`src/rtl/rv64g_l2_pkg.sv`:
```
// Shared L2 constants, victim-sequencer state encoding and debug view.
package rv64g_l2_pkg;

    localparam int unsigned L2_NUM_SETS = 256;
    localparam int unsigned L2_NUM_WAYS = 16;
    localparam int unsigned L2_SET_W    = 8;
    localparam int unsigned L2_WAY_W    = 4;

    typedef enum logic [2:0] {
        ST_IDLE    = 3'd0,
        ST_LOOKUP  = 3'd1,
        ST_WB_REQ  = 3'd2,
        ST_WB_WAIT = 3'd3,
        ST_DONE    = 3'd4
    } victim_state_e;

    // Snapshot of the sequencer internals for checkers and bring-up.
    typedef struct packed {
        victim_state_e         state;
        logic [L2_WAY_W-1:0]   victim;
        logic                  vflag;
        logic                  dflag;
    } victim_dbg_t;

endpackage

```
`src/rtl/rv64g_l2_victim_ctrl.sv`:
```
// L2 miss-allocate sequencer: PLRU victim lookup, dirty writeback, PLRU commit.
// Optional event counters are built when RV64G_L2_VICTIM_STATS_EN is defined.
module rv64g_l2_victim_ctrl
    import rv64g_l2_pkg::*;
#(
    parameter int unsigned NUM_SETS = L2_NUM_SETS,
    parameter int unsigned NUM_WAYS = L2_NUM_WAYS,
    parameter int unsigned SET_W    = $clog2(NUM_SETS),
    parameter int unsigned WAY_W    = $clog2(NUM_WAYS)
) (
    input  logic                clk_i,
    input  logic                rst_ni,
    input  logic                alloc_valid_i,
    output logic                alloc_ready_o,
    input  logic [SET_W-1:0]    alloc_set_i,
    output logic [SET_W-1:0]    meta_set_o,
    input  logic [NUM_WAYS-1:0] meta_valid_i,
    input  logic [NUM_WAYS-1:0] meta_dirty_i,
    output logic [SET_W-1:0]    plru_set_o,
    output logic [NUM_WAYS-1:0] plru_valid_o,
    input  logic [WAY_W-1:0]    plru_victim_i,
    output logic                plru_access_o,
    output logic [WAY_W-1:0]    plru_used_way_o,
    output logic                wb_valid_o,
    input  logic                wb_ready_i,
    output logic [SET_W-1:0]    wb_set_o,
    output logic [WAY_W-1:0]    wb_way_o,
    input  logic                wb_ack_i,
    output logic                alloc_done_o,
    output logic [WAY_W-1:0]    alloc_way_o,
    output logic                alloc_evicted_o,
`ifdef RV64G_L2_VICTIM_STATS_EN
    output logic [31:0]         stat_evict_o,
    output logic [31:0]         stat_wb_o,
`endif
    output victim_dbg_t         dbg_o
);

    // Handshakes: a transfer happens on a rising edge where valid and ready are
    // both high; a requester holds valid and its payload stable until then.

    victim_state_e     state_q, state_d;
    logic [SET_W-1:0]  set_q;
    logic [WAY_W-1:0]  victim_q;
    logic              vflag_q;
    logic              dflag_q;
    logic [WAY_W-1:0]  alloc_way_q;
    logic              evicted_q;

    logic              lookup_vflag;
    logic              lookup_dflag;
    logic              accept;
    logic              wb_fire;

    assign lookup_vflag = meta_valid_i[plru_victim_i];
    assign lookup_dflag = lookup_vflag & meta_dirty_i[plru_victim_i];
    assign accept       = alloc_valid_i & alloc_ready_o;
    assign wb_fire      = wb_valid_o & wb_ready_i;

    always_ff @(posedge clk_i or negedge rst_ni) begin
        if (!rst_ni) begin
            state_q <= ST_IDLE;
        end else begin
            state_q <= state_d;
        end
    end

    always_comb begin
        state_d         = state_q;
        alloc_ready_o   = 1'b0;
        wb_valid_o      = 1'b0;
        alloc_done_o    = 1'b0;
        plru_access_o   = 1'b0;
        plru_used_way_o = '0;
        alloc_way_o     = alloc_way_q;
        alloc_evicted_o = evicted_q;
        unique case (state_q)
            ST_IDLE: begin
                alloc_ready_o = 1'b1;
                if (alloc_valid_i) begin
                    state_d = ST_LOOKUP;
                end
            end
            ST_LOOKUP: begin
                state_d = lookup_dflag ? ST_WB_REQ : ST_DONE;
            end
            ST_WB_REQ: begin
                wb_valid_o = 1'b1;
                if (wb_ready_i) begin
                    state_d = wb_ack_i ? ST_DONE : ST_WB_WAIT;
                end
            end
            ST_WB_WAIT: begin
                if (wb_ack_i) begin
                    state_d = ST_DONE;
                end
            end
            ST_DONE: begin
                // Result is visible during the pulse and then held by the registers.
                alloc_done_o    = 1'b1;
                plru_access_o   = 1'b1;
                plru_used_way_o = victim_q;
                alloc_way_o     = victim_q;
                alloc_evicted_o = vflag_q;
                state_d         = ST_IDLE;
            end
            default: begin
                state_d = ST_IDLE;
            end
        endcase
    end

    always_ff @(posedge clk_i or negedge rst_ni) begin
        if (!rst_ni) begin
            set_q       <= '0;
            victim_q    <= '0;
            vflag_q     <= 1'b0;
            dflag_q     <= 1'b0;
            alloc_way_q <= '0;
            evicted_q   <= 1'b0;
        end else begin
            if (accept) begin
                set_q <= alloc_set_i;
            end
            if (state_q == ST_LOOKUP) begin
                victim_q <= plru_victim_i;
                vflag_q  <= lookup_vflag;
                dflag_q  <= lookup_dflag;
            end
            if (state_q == ST_DONE) begin
                alloc_way_q <= victim_q;
                evicted_q   <= vflag_q;
            end
        end
    end

    assign meta_set_o   = set_q;
    assign plru_set_o   = set_q;
    assign wb_set_o     = set_q;
    assign wb_way_o     = victim_q;
    assign plru_valid_o = meta_valid_i;

    assign dbg_o.state  = state_q;
    assign dbg_o.victim = victim_q;
    assign dbg_o.vflag  = vflag_q;
    assign dbg_o.dflag  = dflag_q;

`ifdef RV64G_L2_VICTIM_STATS_EN
    logic [31:0] stat_evict_q;
    logic [31:0] stat_wb_q;

    always_ff @(posedge clk_i or negedge rst_ni) begin
        if (!rst_ni) begin
            stat_evict_q <= '0;
            stat_wb_q    <= '0;
        end else begin
            if (state_q == ST_DONE && vflag_q) begin
                stat_evict_q <= stat_evict_q + 32'd1;
            end
            if (wb_fire) begin
                stat_wb_q <= stat_wb_q + 32'd1;
            end
        end
    end

    assign stat_evict_o = stat_evict_q;
    assign stat_wb_o    = stat_wb_q;
`else
    logic unused_wb_fire;
    assign unused_wb_fire = wb_fire;
`endif

endmodule

```
`config.mk`:
```
export PLATFORM = sky130hd
export DESIGN_NAME = rv64g_l2_victim_ctrl
export DESIGN_NICKNAME = d
export VERILOG_FILES = /design/src/rtl/rv64g_l2_pkg.sv /design/src/rtl/rv64g_l2_victim_ctrl.sv
export SDC_FILE = /design/constraint.sdc
export NUM_CORES = 1
export LEC_CHECK = 0
export BUFFER_PORTS_ARGS = -buffer_cell sky130_fd_sc_hd__buf_2
export CORE_ASPECT_RATIO = 1.5
export CORE_MARGIN = 3
export CORE_UTILIZATION = 36
export CTS_CLUSTER_SIZE = 8
export DETAILED_ROUTE_END_ITERATION = 16
export PLACE_DENSITY = 0.85
export SYNTH_ARGS = -nofsm -noshare
export SYNTH_HDL_FRONTEND = slang
export SYNTH_SLANG_ARGS = --single-unit
```
`constraint.sdc`:
```
create_clock -name clk_i -period 1.4 [get_ports clk_i]
set_input_delay 0.14 -clock clk_i [delete_from_list [all_inputs] [get_ports clk_i]]
set_output_delay 0.14 -clock clk_i [all_outputs]
set_load 0.01 [all_outputs]
```
==> results.toml <==
[drt]
via_per_inst = 4.950
drt_iter0_markers = 16
num_vias = 1287
drt_first_pass_iters = 3
drtAntennaViolNets = 0
wl_mm = 3.834
wl_per_cell_um = 14.75
drc = 0

[global_route]
antenna_found_initial = 0
grt_pass1_wl_mm = 6.016
grt_max_degree = 23
grtUsageTotal_pct = 16.06
grt_overflow = 0
first_global_vias = 1329

[timing]
drv_slew = 0
finClkSkew_ns = 0.001367
tightestPinTransition_ns = 0.4969
hold-worst-slack_ns = 0.1061
slew_headroom_pct = 66.88
hold_violations = 0
timing.fmax_mhz = 657.1
setup_viol = 18
rsz0062_at_grt = "yes"
finalCriticalPeriod_ns = 1.522
post-route-period-util_pct = 108.7
worst_slack_ns = -0.1218

[floorplan]
pin_count = 115
die_h_um = 84.13
rows = 27
initial_utilization_pct = 38.72
dieWidth_um = 58.09
core_um2 = 3784
dieArea_um2 = 4887

[pwr]
power_density_nw_per_um2 = 2021
p_leak_nw = 1.155
finalPower_mw = 4.236
ir_drop_mv = 1.024
seqPwrFrac_pct = 28.4
clkPwrFrac_pct = 10.6
power.internal_mw = 2.631
p_comb_share_pct = 61.0
switching_power_mw = 1.605
swShare_pct = 37.89

[placement]
dpl.hpwl_mm = 3.266
gp_congestion = 0.7954
io_buffers = 114
placed_cells = 251
place_area_um2 = 1911

[worst_setup_path]
crit_type = "flip-flop to output port"
cp_data_required_time_ns = 1.26
path_max_fanout = 2
cp.arrival_ns = 1.38
start_kind = "flip-flop"
endpoint_kind = "output port"

[clock_network]
htreeDepth = 1
cts.sinks = 22
cts_buffers = 3
clkLatencyLatePin_ns = 0.26
clockBufferDepth = 2
cts_tree = "built"
cts_root_buffer = "clkbuf_8"
path_clk_slew_ns = 0.08

[cells_and_area]
n_fill_cell = 335
design_area_um2 = 2096
final_util_pct = 55.39
multiInputGateArea_um2 = 668.1
area_growth_pct = 43.04
fin_cells = 260
antennaDiodeCount = 0
final_common_cell = "buf_2"
layout_common_cells = "105 x buf_2, 19 x dfrtp_1, 13 x buf_4"
finalNetCount = 267
drive_above_1_share_pct = 76.04
regArea_um2 = 554.3

[synth]
syn_area_per_cell_um2 = 11.63
synth_nets = 175
yosysWarnings = 0
yosys.area.top_type = "dfrtp_1"
synth_seq_cells = 22
postSynthCellCount = 126
synth_top_area_share_pct = 37.57
synth-seq-area-share_pct = 37.57
synth.cell_area_um2 = 1465
ys_top_cells_by_area = "dfrtp_1 38%, buf_4 20%, mux4_1 13%"
synth.distinct_cells = 27

[run]
drv_cap = 0

[status]
violations = "negative setup slack"
outcome = "finished, violations left"

[worst_hold_path]
holdCritPathClass = "primary input to flip-flop"
## path summary, 6_finish.rpt
path	depth (start not counted)	slack [ns]	from	endpoint
max	5	-0.12	state_q[1]	alloc_evicted_o
min	2	0.11	alloc_set_i[2]	meta_set_o[2]
max reg2reg	4	-0.05	state_q[0]	meta_set_o[7]
min reg2reg	1	0.48	alloc_way_q[0]	alloc_way_q[0]
max in group asynchronous	2	0.66	rst_ni	state_q[2]
min in group asynchronous	2	0.38	rst_ni	meta_set_o[2]
## flip-flops by register name (all words and copies together) (netlist names)
register     cells
alloc_way_q      4
dflag_q          1
evicted_q        1
meta_set_o       8
state_q          3
vflag_q          1
wb_way_o         4
## worst max-delay path, cell delays in order (launching register included)
cell and delay, ns:
dfrtp_2 0.43, nor2_4 0.13, nand2_2 0.08, inv_2 0.07, mux2_4 0.30, buf_6 0.12
## timing repair
item	CTS	global route
resized for setup	14	8
hold endpoints to repair	22	0
pin swaps	3	9
setup buffers	6	2
hold buffers	1	0
endpoints found under the setup margin	20	27
## power by group through the flow
stage	clock network [mW]	logic, mW	registers (mW)
2_1_floorplan	0	1.60	1.29
3_3_place_gp	0	2.27	1.21
3_5_place_dp	0	2.32	1.23
4_1_cts	0.465	2.53	1.21
5_1_grt	0.500	2.77	1.25
6_report	0.451	2.58	1.20
## area by class of cell
| cell class | count | share of cell area, % |
|---|---|---|
| clock buffers | 4 | 2.627 |
| well taps | 43 | 2.567 |
| flip-flops and latches | 22 | 26.45 |
| repair buffers | 130 | 35.94 |
| multi-input cells | 58 | 31.88 |
| inverters | 3 | 0.5373 |
## stage by stage
stage                     TNS [ns]  worst slack, ns
after global placement     -0.3810          -0.1617
after CTS                   -1.288          -0.1282
after floorplan             -1.014         -0.09227
after global routing        -2.137          -0.1902
final                      -0.9437          -0.1218
after detailed placement   -0.6912          -0.2040
## kinds of logic (layout without fill, tap and decap cells)
group / count (synthesis) / in the layout / share of synthesized area, %
DFF: 22 / 22 / 37.57
muxes: 22 / 22 / 25.11
buffers and inverters: 46 / 137 / 22.37
and+or+nand+nor: 25 / 25 / 9.393
AOI/OAI and AO/OA: 11 / 11 / 5.551
## cells in the mapped netlist
cell,number
nor2_1,3
inv_1,3
a21oi_1,1
and2_1,1
nor3_1,1
mux4_2,1
nand2b_1,2
and3_1,4
o211ai_1,1
a22oi_2,1
mux4_1,7
nand3_1,4
a22oi_1,1
o2bb2ai_1,1
mux2_4,1
nand2_1,6
buf_2,1
o21ai_0,2
nor3b_2,1
nand3_2,1
a21o_1,4
dfrtp_1,22
nor2b_1,2
clkbuf_1,2
buf_4,39
buf_6,1
mux2_2,13
## layer usage
| layer | wire (µm) | share of wire (%) | vias to the layer above | global-route usage [%] |
|---|---|---|---|---|
| met5 | 0 | 0 | - | 0 |
| met4 | 42 | 1.1 | 0 | 5.274 |
| met3 | 428 | 11 | 4 | 2.923 |
| met2 | 2174 | 57 | 94 | 32.30 |
| met1 | 1188 | 31 | 599 | 15.40 |
| li1 | - | - | 590 | - |
No activity file was read; power rests on OpenSTA's default activity.
